<file path="src/rtl/oam_dma_pkg.sv">
// Shared types and constants for the OAM DMA engine.
package oam_dma_pkg;

  typedef enum logic [1:0] {IDLE, START, XFER} dma_state_t;

  localparam logic [15:0] DMA_REG_ADDR = 16'hFF46;
  localparam logic [15:0] OAM_BASE     = 16'hFE00;
  localparam logic [7:0]  ECHO_PAGE_LO = 8'hE0;
  localparam logic [7:0]  ECHO_OFFSET  = 8'h20;

  // Echo RAM pages (E0..FF) are served from the C000-DFFF mirror.
  function automatic logic [7:0] src_page(input logic [7:0] page);
    return (page >= ECHO_PAGE_LO) ? page - ECHO_OFFSET : page;
  endfunction

endpackage

</file>
<file path="src/rtl/oam_dma_if.sv">
// CPU register, source bus and OAM write port of the OAM DMA engine.
interface oam_dma_if;
  logic        reg_we;
  logic [7:0]  reg_din;
  logic [7:0]  reg_dout;
  logic        src_rd_en;
  logic [15:0] src_addr;
  logic [7:0]  src_din;
  logic        oam_en;
  logic        oam_we;
  logic [7:0]  oam_addr;
  logic [7:0]  oam_dout;
  logic        busy;

  modport master (
    input  reg_we, reg_din, src_din,
    output reg_dout, src_rd_en, src_addr, oam_en, oam_we, oam_addr, oam_dout, busy
  );

  modport slave (
    output reg_we, reg_din, src_din,
    input  reg_dout, src_rd_en, src_addr, oam_en, oam_we, oam_addr, oam_dout, busy
  );
endinterface

</file>
<file path="src/rtl/dma_phase_ctr.sv">
// Modulo-CYCLES_PER_BYTE phase counter with synchronous clear.
module dma_phase_ctr #(
  parameter int unsigned CYCLES_PER_BYTE = 4
) (
  input  logic                               clk,
  input  logic                               reset,
  input  logic                               clear,
  input  logic                               en,
  output logic [$clog2(CYCLES_PER_BYTE)-1:0] phase,
  output logic                               last_phase
);

  localparam int unsigned PhaseW = $clog2(CYCLES_PER_BYTE);
  localparam logic [PhaseW-1:0] LastPhase = PhaseW'(CYCLES_PER_BYTE - 1);

  logic [PhaseW-1:0] phase_q, phase_d;

  always_comb begin
    phase_d = phase_q;
    if (clear) begin
      phase_d = '0;
    end else if (en) begin
      phase_d = (phase_q == LastPhase) ? '0 : phase_q + PhaseW'(1);
    end
  end

  always_ff @(posedge clk) begin
    if (reset) begin
      phase_q <= '0;
    end else begin
      phase_q <= phase_d;
    end
  end

  assign phase      = phase_q;
  assign last_phase = (phase_q == LastPhase);

endmodule

</file>
<file path="src/rtl/oam_dma.sv">
// Game Boy OAM DMA engine: copies page XX00..XX9F into OAM after a write to FF46.
// Define OAM_DMA_STARTUP_DELAY_EN to insert one M-cycle START delay before the first read.
module oam_dma
  import oam_dma_pkg::*;
#(
  parameter int unsigned CYCLES_PER_BYTE = 4,
  parameter int unsigned OAM_BYTES       = 160
) (
  input  logic          clk,
  input  logic          reset,
  oam_dma_if.master     bus
);

  localparam int unsigned PhaseW = $clog2(CYCLES_PER_BYTE);

  dma_state_t        state_q, state_d;
  logic [7:0]        page_q, page_d;
  logic [7:0]        index_q, index_d;
  logic [PhaseW-1:0] phase;
  logic              last_phase;
  logic              rd_phase, wr_phase;

  dma_phase_ctr #(
    .CYCLES_PER_BYTE(CYCLES_PER_BYTE)
  ) u_phase_ctr (
    .clk       (clk),
    .reset     (reset),
    .clear     (bus.reg_we),
    .en        (state_q != IDLE),
    .phase     (phase),
    .last_phase(last_phase)
  );

  always_comb begin
    state_d = state_q;
    page_d  = page_q;
    index_d = index_q;
    if (bus.reg_we) begin
      page_d  = bus.reg_din;
      index_d = '0;
`ifdef OAM_DMA_STARTUP_DELAY_EN
      state_d = START;
`else
      state_d = XFER;
`endif
    end else begin
      unique case (state_q)
        IDLE: ;
        START: if (last_phase) state_d = XFER;
        XFER: begin
          if (last_phase) begin
            if (index_q == 8'(OAM_BYTES - 1)) begin
              state_d = IDLE;
              index_d = '0;
            end else begin
              index_d = index_q + 8'd1;
            end
          end
        end
        default: state_d = IDLE;
      endcase
    end
  end

  always_ff @(posedge clk) begin
    if (reset) begin
      state_q <= IDLE;
      page_q  <= 8'hFF;
      index_q <= '0;
    end else begin
      state_q <= state_d;
      page_q  <= page_d;
      index_q <= index_d;
    end
  end

  // Read on phase 0; the bus returns data one clk later, written to OAM on phase 1.
  assign rd_phase = (state_q == XFER) && (phase == '0);
  assign wr_phase = (state_q == XFER) && (phase == PhaseW'(1));

  always_comb begin
    bus.busy      = (state_q != IDLE);
    bus.reg_dout  = page_q;
    bus.src_rd_en = rd_phase;
    bus.src_addr  = rd_phase ? {src_page(page_q), index_q} : 16'h0000;
    bus.oam_en    = wr_phase;
    bus.oam_we    = wr_phase;
    bus.oam_addr  = wr_phase ? index_q : 8'h00;
    bus.oam_dout  = wr_phase ? bus.src_din : 8'h00;
  end

endmodule

</file>
<file path="src/flat_wrapper.sv">
// flat-port wrapper written by rule: the top's interface ports become plain ports
module oam_dma_flat import oam_dma_pkg::*;
#(
  parameter int unsigned CYCLES_PER_BYTE = 4,
  parameter int unsigned OAM_BYTES       = 160
)
  (clk, reset, bus_reg_we, bus_reg_din, bus_src_din, bus_reg_dout, bus_src_rd_en, bus_src_addr, bus_oam_en, bus_oam_we, bus_oam_addr, bus_oam_dout, bus_busy);
  oam_dma_if bus_i ();
  input  logic clk;
  input  logic reset;
  input wire logic [$bits(bus_i.reg_we)-1:0] bus_reg_we;
  input wire logic [$bits(bus_i.reg_din)-1:0] bus_reg_din;
  input wire logic [$bits(bus_i.src_din)-1:0] bus_src_din;
  output wire logic [$bits(bus_i.reg_dout)-1:0] bus_reg_dout;
  output wire logic [$bits(bus_i.src_rd_en)-1:0] bus_src_rd_en;
  output wire logic [$bits(bus_i.src_addr)-1:0] bus_src_addr;
  output wire logic [$bits(bus_i.oam_en)-1:0] bus_oam_en;
  output wire logic [$bits(bus_i.oam_we)-1:0] bus_oam_we;
  output wire logic [$bits(bus_i.oam_addr)-1:0] bus_oam_addr;
  output wire logic [$bits(bus_i.oam_dout)-1:0] bus_oam_dout;
  output wire logic [$bits(bus_i.busy)-1:0] bus_busy;
  assign bus_i.reg_we = bus_reg_we;
  assign bus_i.reg_din = bus_reg_din;
  assign bus_i.src_din = bus_src_din;
  assign bus_reg_dout = bus_i.reg_dout;
  assign bus_src_rd_en = bus_i.src_rd_en;
  assign bus_src_addr = bus_i.src_addr;
  assign bus_oam_en = bus_i.oam_en;
  assign bus_oam_we = bus_i.oam_we;
  assign bus_oam_addr = bus_i.oam_addr;
  assign bus_oam_dout = bus_i.oam_dout;
  assign bus_busy = bus_i.busy;
  oam_dma #(.CYCLES_PER_BYTE(CYCLES_PER_BYTE), .OAM_BYTES(OAM_BYTES)) u_core (.clk(clk), .reset(reset), .bus(bus_i));
endmodule
</file>
<file path="config.mk">
export PLATFORM = sky130hd
export DESIGN_NAME = oam_dma_flat
export DESIGN_NICKNAME = d
export VERILOG_FILES = /design/src/rtl/oam_dma_pkg.sv /design/src/rtl/oam_dma_if.sv /design/src/rtl/dma_phase_ctr.sv /design/src/rtl/oam_dma.sv /design/src/flat_wrapper.sv
export SDC_FILE = /design/constraint.sdc
export NUM_CORES = 1
export LEC_CHECK = 0
export BUFFER_PORTS_ARGS = -buffer_cell sky130_fd_sc_hd__buf_4
export CORE_MARGIN = 2
export CORE_UTILIZATION = 47
export DETAILED_ROUTE_END_ITERATION = 8
export PLACE_DENSITY = 0.85
export SETUP_SLACK_MARGIN = 0.05
export SYNTH_ARGS = -nofsm -noshare
export SYNTH_HDL_FRONTEND = slang
export SYNTH_SLANG_ARGS = --single-unit
</file>
<file path="constraint.sdc">
create_clock -name clk -period 3.7 [get_ports clk]
set_clock_uncertainty 0.15 [all_clocks]
set_input_delay 0.37 -clock clk [delete_from_list [all_inputs] [get_ports clk]]
set_output_delay 0.37 -clock clk [all_outputs]
set_load 0.03 [all_outputs]
</file>
==> results of run 1 <==
-- path summary, 6_finish.rpt --
kind	from	to	depth (start not counted)
worst max-delay path	u_core.state_q[1]	bus_src_addr[14]	3
worst min-delay path	reset	u_core.state_q[1]	2
worst max register to register	u_core.state_q[1]	u_core.index_q[6]	3
worst min register to register	u_core.bus.reg_dout[0]	u_core.bus.reg_dout[0]	2
-- cell usage after synthesis, types with 2 or more instances --
| cell | count | area, µm² |
|---|---|---|
| sky130_fd_sc_hd__inv_1 | 7 | 26.28 |
| sky130_fd_sc_hd__or3_1 | 2 | 12.51 |
| sky130_fd_sc_hd__mux2i_1 | 8 | 80.08 |
| sky130_fd_sc_hd__and3_1 | 30 | 187.7 |
| sky130_fd_sc_hd__and2_1 | 2 | 12.51 |
| sky130_fd_sc_hd__nand3_1 | 4 | 20.02 |
| sky130_fd_sc_hd__nand2_1 | 14 | 52.55 |
| sky130_fd_sc_hd__and3_2 | 2 | 15.01 |
| sky130_fd_sc_hd__a21oi_1 | 6 | 30.03 |
| sky130_fd_sc_hd__ha_1 | 5 | 62.56 |
| sky130_fd_sc_hd__o21ai_0 | 3 | 15.01 |
| sky130_fd_sc_hd__o211ai_1 | 2 | 15.01 |
| sky130_fd_sc_hd__o31ai_1 | 3 | 22.52 |
| sky130_fd_sc_hd__clkbuf_1 | 6 | 22.52 |
| sky130_fd_sc_hd__dfxtp_1 | 19 | 380.4 |
| sky130_fd_sc_hd__nor2_1 | 4 | 15.01 |
-- sequential cells by signal (all words and copies together), names as in the netlist --
register / count
u_core.bus.reg_dout: 8
u_core.index_q: 8
u_core.state_q: 1
u_core.u_phase_ctr.phase: 2
-- stage by stage --
step           worst slack [ps]  hold WS (ps)  cells  total power (W)
2_1_floorplan              1731         289.1    131        0.0002893
3_3_place_gp               1476         329.1    213        0.0003308
6_report                   1253         64.17    217        0.0004371
4_1_cts                    1286         61.76    217        0.0004386
5_1_grt                    1084         53.17    217        0.0004561
3_5_place_dp               1381         338.1    213        0.0003331
-- layout make-up --
cell class                      count  area (µm²)
Clock buffer                        3       22.52
Clock inverter                      1       5.005
Fill cell                         177       615.6
Inverter                            8       30.03
Multi-Input combinational cell     96       658.1
Sequential cell                    19       380.4
Tap cell                           28       35.03
Timing Repair Buffer               62       465.4
-- worst max-delay path, delay by kind of cell (launching register included) --
| kind | cells | cell delay, ps |
|---|---|---|
| buffers and inverters | 1 | 150 |
| DFF | 1 | 1010 |
| and+or+nand+nor | 2 | 460 |
-- logic make-up (layout without fill, tap and decap cells) --
kind of cell | count (synthesis) | after routing
buffers and inverters | 16 | 74
AND/OR/NAND/NOR | 65 | 65
adder cells (fa/ha/maj) | 5 | 5
multiplexers | 8 | 8
XOR/XNOR | 2 | 2
flip-flops | 19 | 19
AO/OA/AOI/OAI | 16 | 16
-- layer usage --
metal  vias up  part of all wire [%]  track usage, %
li1        579                     -               -
met5         -                     0               0
met1       530                    38           24.34
met2        55                    51           38.96
met4         0                   2.0           11.11
met3         7                   8.9           3.429
-- power groups by stage --
| stage | Clock (W) | Sequential [W] | Combinational (W) |
|---|---|---|---|
| floorplan | 0 | 0.000233 | 0.0000560 |
| global placement | 0 | 0.000227 | 0.000104 |
| detailed placement | 0 | 0.000228 | 0.000106 |
| CTS | 0.000110 | 0.000223 | 0.000106 |
| global route | 0.000118 | 0.000225 | 0.000113 |
| finish | 0.000108 | 0.000223 | 0.000106 |
==> flow_metrics.env, run 1 <==
export IMPL_outcome="finished clean"
export IMPL_detail_route_drc_violations=0
export IMPL_cts_sinks=19
export IMPL_synthArstFlopShare_pct=0
export IMPL_synth_compound_gate_area_share_pct=10.60
export IMPL_drtAntennaViolNets=0
export IMPL_yosys_area_share_xor_xnor_pct=1.578
export IMPL_grt_setup_unrepaired="false"
export IMPL_ctsHtreeMaxLevel=1
export IMPL_timing_fmax_ghz=0.4086
export IMPL_cts_hold_repair_buffers=0
export IMPL_worst_ep_arrival_time_ps=1930
export IMPL_worst_path_max_fanout=39
export IMPL_initial_core_util_pct=50.17
export IMPL_layout_drive_gt1_share_pct=39.15
export IMPL_n_antenna_cell=0
export IMPL_dpl_cell_area_um2=1569
export IMPL_timing_final_setup_violations=0
export IMPL_place_port_buffers=62
export IMPL_synthesis_nets=155
export IMPL_critical_path_cell_chain="and2_1, and3_1, buf_4"
export IMPL_io_pin_count=63
export IMPL_synth_adder_area_share_pct=5.637
export IMPL_setup_tns_ps=0
export IMPL_power_density_cell_area_nw_per_um2=273.8
export IMPL_detail_route_vias_per_cell=5.396
export IMPL_netlist_area_um2=1110
export IMPL_synthesized_flop_and_latch_total=19
export IMPL_via_count=1171
export IMPL_die_height_um=52.60
export IMPL_cts_root_buf="sky130_fd_sc_hd__clkbuf_4"
export IMPL_ys_warn_count=0
export IMPL_timing_critical_path_slowest_stage_cell="sky130_fd_sc_hd__dfxtp_1"
export IMPL_clkPwrFrac_pct=24.8
export IMPL_slew_limit_headroom_pct=32.37
export IMPL_gr_total_overflow=0
export IMPL_hpwl_after_detailed_placement_um=2206
export IMPL_power_combinational_fraction_pct=24.1
export IMPL_post_synth_cell_area_avg_um2=8.472
export IMPL_synth_top_flop_cell="sky130_fd_sc_hd__dfxtp_1"
export IMPL_clkSlewWorstSetupHoldPaths_ps=110
export IMPL_critPathLaunchType="register"
export IMPL_most_common_cell_after_layout_fill_and_taps_aside="sky130_fd_sc_hd__buf_4"
export IMPL_chipWidth_um=52.60
export IMPL_core_rowCount=17
export IMPL_postLayoutCellArea_um2=1597
export IMPL_peakVddDrop_v=0.0002304
export IMPL_timing_final_crit_period_ps=2447
export IMPL_min_delay_path_class="primary input to register"
export IMPL_synth_edf_count=0
export IMPL_slowest_delay_ps=1010
export IMPL_rrSetupSlack_ps=1320
export IMPL_post_cts_resized_instances=0
export IMPL_drtPass1Iterations=4
export IMPL_detail_route_wirelength_um=2980
export IMPL_clock_tree_from_tritoncts="done"
export IMPL_max_cap_violations=0
export IMPL_cts_inserted_buffers=3
export IMPL_timing_critical_path_to_type="output port"
export IMPL_internal_power_w=0.0002978
export IMPL_worst_setup_path_type="register to output port"
export IMPL_swShare_pct=31.86
export IMPL_synth_seq_area_share_pct=34.27
export IMPL_area_growth_pct=43.86
export IMPL_antenna_violations_before_repair=0
export IMPL_final_period_utilization_pct=66.14
export IMPL_drt_iter0_markers=20
export IMPL_cts_max_path_buffers=2
export IMPL_nNetsFinal=214
export IMPL_grt_start_max_net_pins=40
export IMPL_required_ps=3180
export IMPL_core_area_um2=2212
export IMPL_groute_usage_overall_pct=21.70
export IMPL_yosysUniqueCellTypes=30
export IMPL_final_cell_mix="sky130_fd_sc_hd__buf_4, sky130_fd_sc_hd__and3_1, sky130_fd_sc_hd__dfxtp_1"
export IMPL_p_leak_nw=0.8595
export IMPL_power_switching_w=0.0001392
export IMPL_average_routed_wire_per_standard_cell_um=13.73
export IMPL_place_gp_congestion=0.7288
export IMPL_yosys_area_share_simple_pct=34.27
export IMPL_tightestPinTransition_ps=1013
export IMPL_synthCells=131
export IMPL_clock_insertion_delay_at_the_later_pin_of_the_skew_report_ps=300
export IMPL_synth_top_family_by_area="simple AND/OR/NAND/NOR gates"
export IMPL_grt_first_pass_wirelength_um=4402
export IMPL_utilization_pct=72.17
export IMPL_power_sequential_fraction_pct=51.1
export IMPL_synth_mux_area_fraction_pct=7.215
export IMPL_die_area_um2=2766
export IMPL_timing_final_hold_violations=0
export IMPL_timing_final_max_slew_violations=0
export IMPL_cts_setup_buffers=0
export IMPL_grt_pass1_vias=1047
No activity file was read; power rests on OpenSTA's default activity.
==> run 2: changes to the inputs <==
--- a/config.mk
+++ b/config.mk
@@ -7,9 +7,9 @@
 export LEC_CHECK = 0
 export BUFFER_PORTS_ARGS = -buffer_cell sky130_fd_sc_hd__buf_4
 export CORE_MARGIN = 2
-export CORE_UTILIZATION = 47
+export CORE_UTILIZATION = 39
 export DETAILED_ROUTE_END_ITERATION = 8
-export PLACE_DENSITY = 0.85
+export PLACE_DENSITY = 0.75
 export SETUP_SLACK_MARGIN = 0.05
 export SYNTH_ARGS = -nofsm -noshare
 export SYNTH_HDL_FRONTEND = slang
==> constraint.sdc (replaced) <==
create_clock -name clk -period 2.1 [get_ports clk]
set_clock_uncertainty 0.15 [all_clocks]
set_input_delay 0.21 -clock clk [delete_from_list [all_inputs] [get_ports clk]]
set_output_delay 0.21 -clock clk [all_outputs]
set_load 0.03 [all_outputs]
==> flow_metrics.env, run 2 (synthesis gave the netlist of run 1 again) <==
export IMPL_power_combinational_fraction_pct=27.1
export IMPL_detail_route_drc_violations=0
export IMPL_drtAntennaViolNets=0
export IMPL_io_pin_count=63
export IMPL_detail_route_wirelength_um=3006
export IMPL_hpwl_after_detailed_placement_um=2155
export IMPL_utilization_pct=63.25
export IMPL_gr_total_overflow=0
export IMPL_worst_path_max_fanout=14
export IMPL_pre_cts_ws_ps=350.4
export IMPL_final_period_utilization_pct=92.41
export IMPL_clkSlewWorstSetupHoldPaths_ps=120
export IMPL_hold_path_startpoint="bus_reg_we"
export IMPL_r2r_start="u_core.u_phase_ctr.phase[0]"
export IMPL_nNetsFinal=226
export IMPL_cts_inserted_buffers=3
export IMPL_clkPwrFrac_pct=24.1
export IMPL_groute_usage_overall_pct=17.64
export IMPL_timing_critical_path_to_type="output port"
export IMPL_critPathLaunchType="register"
export IMPL_area_growth_pct=55.81
export IMPL_timing_final_hold_violations=0
export IMPL_postLayoutSetupSlackWorst_ps=159.4
export IMPL_initial_core_util_pct=40.59
export IMPL_crit_start="u_core.u_phase_ctr.phase[0]"
export IMPL_worst_setup_path_type="register to output port"
export IMPL_n_antenna_cell=0
export IMPL_most_common_cell_after_layout_fill_and_taps_aside="sky130_fd_sc_hd__buf_4"
export IMPL_min_delay_path_class="primary input to register"
export IMPL_final_cell_mix="sky130_fd_sc_hd__buf_4, sky130_fd_sc_hd__and3_1, sky130_fd_sc_hd__dfxtp_1"
export IMPL_drtPass1Iterations=4
export IMPL_worst_reg_to_reg_path_cell_count=4
export IMPL_slew_limit_headroom_pct=76.44
export IMPL_average_routed_wire_per_standard_cell_um=12.96
export IMPL_worst_ep_arrival_time_ps=1580
export IMPL_detail_route_vias_per_cell=5.211
export IMPL_peakVddDrop_v=0.0004098
export IMPL_internal_power_w=0.0005427
export IMPL_power_sequential_fraction_pct=48.7
export IMPL_power_switching_w=0.0002507
export IMPL_chipWidth_um=57.35
export IMPL_cts_root_buf="sky130_fd_sc_hd__clkbuf_4"
export IMPL_swShare_pct=31.60
export IMPL_via_count=1209
export IMPL_cts_max_path_buffers=2
export IMPL_ctsHtreeMaxLevel=1
export IMPL_clock_insertion_delay_at_the_later_pin_of_the_skew_report_ps=310
export IMPL_grt_first_pass_wirelength_um=4733
export IMPL_core_rowCount=19
export IMPL_timing_fmax_ghz=0.5153
export IMPL_final_cell_count_no_fill=232
export IMPL_outcome="finished clean"
export IMPL_grt_setup_unrepaired="false"
export IMPL_hold_slack_ps=68.97
export IMPL_layout_drive_gt1_share_pct=39.80
export IMPL_die_height_um=57.35
export IMPL_core_area_um2=2734
export IMPL_clock_tree_from_tritoncts="done"
export IMPL_die_area_um2=3288
export IMPL_required_ps=1740
export IMPL_grt_pass1_vias=1073
export IMPL_p_leak_nw=0.9125
export IMPL_timing_final_setup_violations=0
export IMPL_min_path_cells=2
export IMPL_drt_iter0_markers=56
export IMPL_tightestPinTransition_ps=352.5
export IMPL_place_port_buffers=62
export IMPL_grt_start_max_net_pins=18
export IMPL_max_cap_violations=0
export IMPL_multi_input_combinational_cell_area_um2=673.1
export IMPL_timing_final_max_slew_violations=0
export IMPL_dpl_cell_count=219
export IMPL_antenna_violations_before_repair=0
export IMPL_power_density_cell_area_nw_per_um2=458.9
export IMPL_setup_tns_ps=0
export IMPL_cts_sinks=19
export IMPL_place_gp_congestion=0.7958
export IMPL_register_area_um2=381.6
export IMPL_fill_cells=222
export IMPL_timing_final_crit_period_ps=1941
run 2: cell count changes in the layout (fill, tap and decap cells not counted):
cell	change
sky130_fd_sc_hd__buf_4	+3
sky130_fd_sc_hd__dfxtp_2	+1
sky130_fd_sc_hd__ha_4	+1
sky130_fd_sc_hd__dlygate4sd3_1	+9
sky130_fd_sc_hd__ha_2	+1
sky130_fd_sc_hd__dfxtp_1	-1
sky130_fd_sc_hd__ha_1	-2
run 2: what timing repair did:
item	CTS	global route
hold endpoints to repair	9	0
buffers inserted	0	0
pin swaps	0	0
resized for setup	1	3
endpoints found under the setup margin	3	5
hold buffers	9	0
run 2: critical path, cell delays in order (launching register included):
cell                      delay [ps]
sky130_fd_sc_hd__dfxtp_1         420
sky130_fd_sc_hd__inv_1           100
sky130_fd_sc_hd__ha_4            220
sky130_fd_sc_hd__and2_1          200
sky130_fd_sc_hd__and3_1          180
sky130_fd_sc_hd__buf_4           160
run 2: final cells by class:
type	instances	share of cell area, %
clock buffer	3	1.302
clock inverter	1	0.2894
inverter	8	1.737
multi-input combinational	96	38.93
sequential	19	22.07
tap	31	2.243
timing repair buffer	74	33.43
run 2: worst paths after layout:
kind	end	slack, ps
worst min register to register	u_core.bus.reg_dout[3]	360
worst max register to register	u_core.index_q[6]	330
worst max-delay path	bus_src_addr[14]	160
worst min-delay path	u_core.bus.reg_dout[5]	70
run 2: layer usage:
| layer | vias up | GRT usage (%) | share of wire (%) |
|---|---|---|---|
| met2 | 42 | 31.66 | 50 |
| met1 | 559 | 21.80 | 42 |
| met5 | - | 0 | 0 |
| met3 | 2 | 3.855 | 7.5 |
| met4 | 0 | 2.990 | 0.60 |
| li1 | 606 | - | - |
run 2: through the flow:
stage	instance area [µm²]	power (W)
3_5_place_dp	1595	0.0005936
6_report	1729	0.0007934
3_3_place_gp	1595	0.0005892
5_1_grt	1729	0.0008242
4_1_cts	1715	0.0007924
2_1_floorplan	1110	0.0005098
run 2: power by group through the flow:
stage	logic [W]	registers (W)	clock network, W
after floorplan	0.0000986	0.000411	0
after global placement	0.000196	0.000393	0
after detailed placement	0.000199	0.000394	0
after CTS	0.000214	0.000386	0.000193
after global routing	0.000231	0.000389	0.000205
final	0.000215	0.000387	0.000192
==> run 3: changes to the inputs <==
--- a/config.mk
+++ b/config.mk
@@ -6,7 +6,7 @@
 export NUM_CORES = 1
 export LEC_CHECK = 0
 export BUFFER_PORTS_ARGS = -buffer_cell sky130_fd_sc_hd__buf_4
-export CORE_MARGIN = 2
+export CORE_MARGIN = 1
 export CORE_UTILIZATION = 39
 export DETAILED_ROUTE_END_ITERATION = 8
 export PLACE_DENSITY = 0.75
==> flow_metrics.env, run 3 (synthesis gave the netlist of run 1 again) <==
export IMPL_outcome="finished clean"
export IMPL_grt_setup_unrepaired="false"
export IMPL_detail_route_wirelength_um=3040
export IMPL_clock_tree_from_tritoncts="done"
export IMPL_worst_reg_to_reg_path_cell_count=4
export IMPL_area_growth_pct=54.00
export IMPL_n_antenna_cell=0
export IMPL_drt_iter0_markers=60
export IMPL_r2r_start="u_core.u_phase_ctr.phase[0]"
export IMPL_antenna_violations_before_repair=0
export IMPL_post_layout_total_power_w=0.0007810
export IMPL_cts_max_path_buffers=2
export IMPL_timing_fmax_ghz=0.5231
export IMPL_grt_first_pass_wirelength_um=4878
export IMPL_hold_path_startpoint="bus_reg_we"
export IMPL_slowest_delay_ps=340
export IMPL_initial_core_util_pct=42.85
export IMPL_clock_insertion_delay_at_the_later_pin_of_the_skew_report_ps=290
export IMPL_layout_drive_gt1_share_pct=39.00
export IMPL_p_leak_nw=0.9027
export IMPL_gr_total_overflow=0
export IMPL_timing_critical_path_to_type="output port"
export IMPL_via_count=1212
export IMPL_worst_ep_arrival_time_ps=1550
export IMPL_power_density_cell_area_nw_per_um2=457.0
export IMPL_detail_route_vias_per_cell=5.270
export IMPL_peakVddDrop_v=0.0003895
export IMPL_final_cell_mix="sky130_fd_sc_hd__buf_4, sky130_fd_sc_hd__and3_1, sky130_fd_sc_hd__dfxtp_1"
export IMPL_chipWidth_um=55.35
export IMPL_wl_met3_um=187
export IMPL_cts_inserted_buffers=3
export IMPL_drtAntennaViolNets=0
export IMPL_rrSetupSlack_ps=350
export IMPL_timing_final_setup_violations=0
export IMPL_hpwl_after_detailed_placement_um=2164
export IMPL_timing_final_max_slew_violations=0
export IMPL_rr_endpoint="u_core.index_q[6]"
export IMPL_top_layer_used_by_detailed_routing="met4"
export IMPL_drtPass1Iterations=4
export IMPL_routed_wl_met2_um=1424
export IMPL_grt_pass1_vias=1087
export IMPL_min_path_cells=2
export IMPL_timing_critical_path_slowest_stage_cell="sky130_fd_sc_hd__dfxtp_1"
export IMPL_clkSlewWorstSetupHoldPaths_ps=110
export IMPL_nNetsFinal=225
export IMPL_detail_route_drc_violations=0
export IMPL_worst_setup_path_type="register to output port"
export IMPL_setup_tns_ps=0
export IMPL_critical_path_cell_chain="inv_1, ha_2, and2_1, and3_1, buf_4"
export IMPL_timing_final_hold_violations=0
export IMPL_worst_path_max_fanout=14
export IMPL_route_layer_met1_wl_um=1381
export IMPL_slew_limit_headroom_pct=76.30
export IMPL_min_delay_path_class="primary input to register"
export IMPL_timing_hold_worst_endpoint="u_core.bus.reg_dout[5]"
export IMPL_timing_final_crit_period_ps=1912
export IMPL_ctsHtreeMaxLevel=1
export IMPL_max_cap_violations=0
export IMPL_cts_root_buf="sky130_fd_sc_hd__clkbuf_4"
export IMPL_tightestPinTransition_ps=355.0
export IMPL_place_port_buffers=62
export IMPL_core_area_um2=2590
export IMPL_final_period_utilization_pct=91.04
export IMPL_place_gp_congestion=0.8028
export IMPL_required_ps=1740
export IMPL_average_routed_wire_per_standard_cell_um=13.22
export IMPL_cts_sinks=19
export IMPL_groute_usage_overall_pct=19.38
export IMPL_crit_start="u_core.u_phase_ctr.phase[1]"
export IMPL_grt_start_max_net_pins=19
export IMPL_most_common_cell_after_layout_fill_and_taps_aside="sky130_fd_sc_hd__buf_4"
export IMPL_critPathLaunchType="register"
export IMPL_die_height_um=55.35
export IMPL_io_pin_count=63
export IMPL_core_rowCount=18
export IMPL_cts_setup_buffers=0
export IMPL_die_area_um2=3063
[run 3: worst max-delay path by stage]
stage                         to  cells after the start
2_1_floorplan         bus_oam_we                      4
3_3_place_gp    bus_src_addr[14]                      5
3_5_place_dp   u_core.index_q[6]                      4
4_1_cts         bus_src_addr[14]                      5
5_1_grt         bus_src_addr[14]                      5
6_report        bus_src_addr[15]                      5
[run 3: metrics by stage]
| stage | instances | area, µm² | setup WS (ps) | hold WS, ps | util (%) |
|---|---|---|---|---|---|
| after floorplan | 131 | 1110 | 290.5 | 129.1 | - |
| after global routing | 230 | 1709 | 65.79 | 79.85 | 65.99 |
| after detailed placement | 217 | 1587 | 334.5 | 230.1 | 61.26 |
| after CTS | 230 | 1705 | 142.1 | 85.27 | 65.85 |
| final | 230 | 1709 | 188.2 | 84.71 | 65.99 |
| after global placement | 217 | 1587 | 388.2 | 235.7 | 61.26 |
[run 3: final cells by class]
class | instances | area, µm²
clock buffer | 4 | 26.28
fill | 211 | 880.8
inverter | 8 | 30.03
multi-input combinational | 96 | 663.1
sequential | 19 | 381.6
tap | 30 | 37.54
timing repair buffer | 73 | 570.5
[run 3: routing by layer]
layer / global-route usage [%] / vias up
met5: 0 / -
met4: 6.429 / 0
met3: 4.684 / 8
met2: 32.01 / 48
met1: 24.64 / 555
li1: - / 601
[run 3: report_power, final]
| part | internal (W) | leakage (nW) | switching (W) |
|---|---|---|---|
| clock | 0.0000738 | 0.0150 | 0.000108 |
| combinational | 0.0000960 | 0.732 | 0.000116 |
| sequential | 0.000372 | 0.156 | 0.0000146 |
[run 3: worst max-delay path: cells and delay by family, from the launching register on]
kind	cells	cell delay [ps]
adders and majority gates	1	310
buffers and inverters	2	230
and+or+nand+nor	2	390
DFF	1	340
[run 3: repair_timing]
action                                  CTS  global route
gates resized for setup                   1             2
endpoints found under the setup margin    3             9
hold buffers                              9             0
endpoints found under the hold margin     9             0
pin swaps                                 0             0
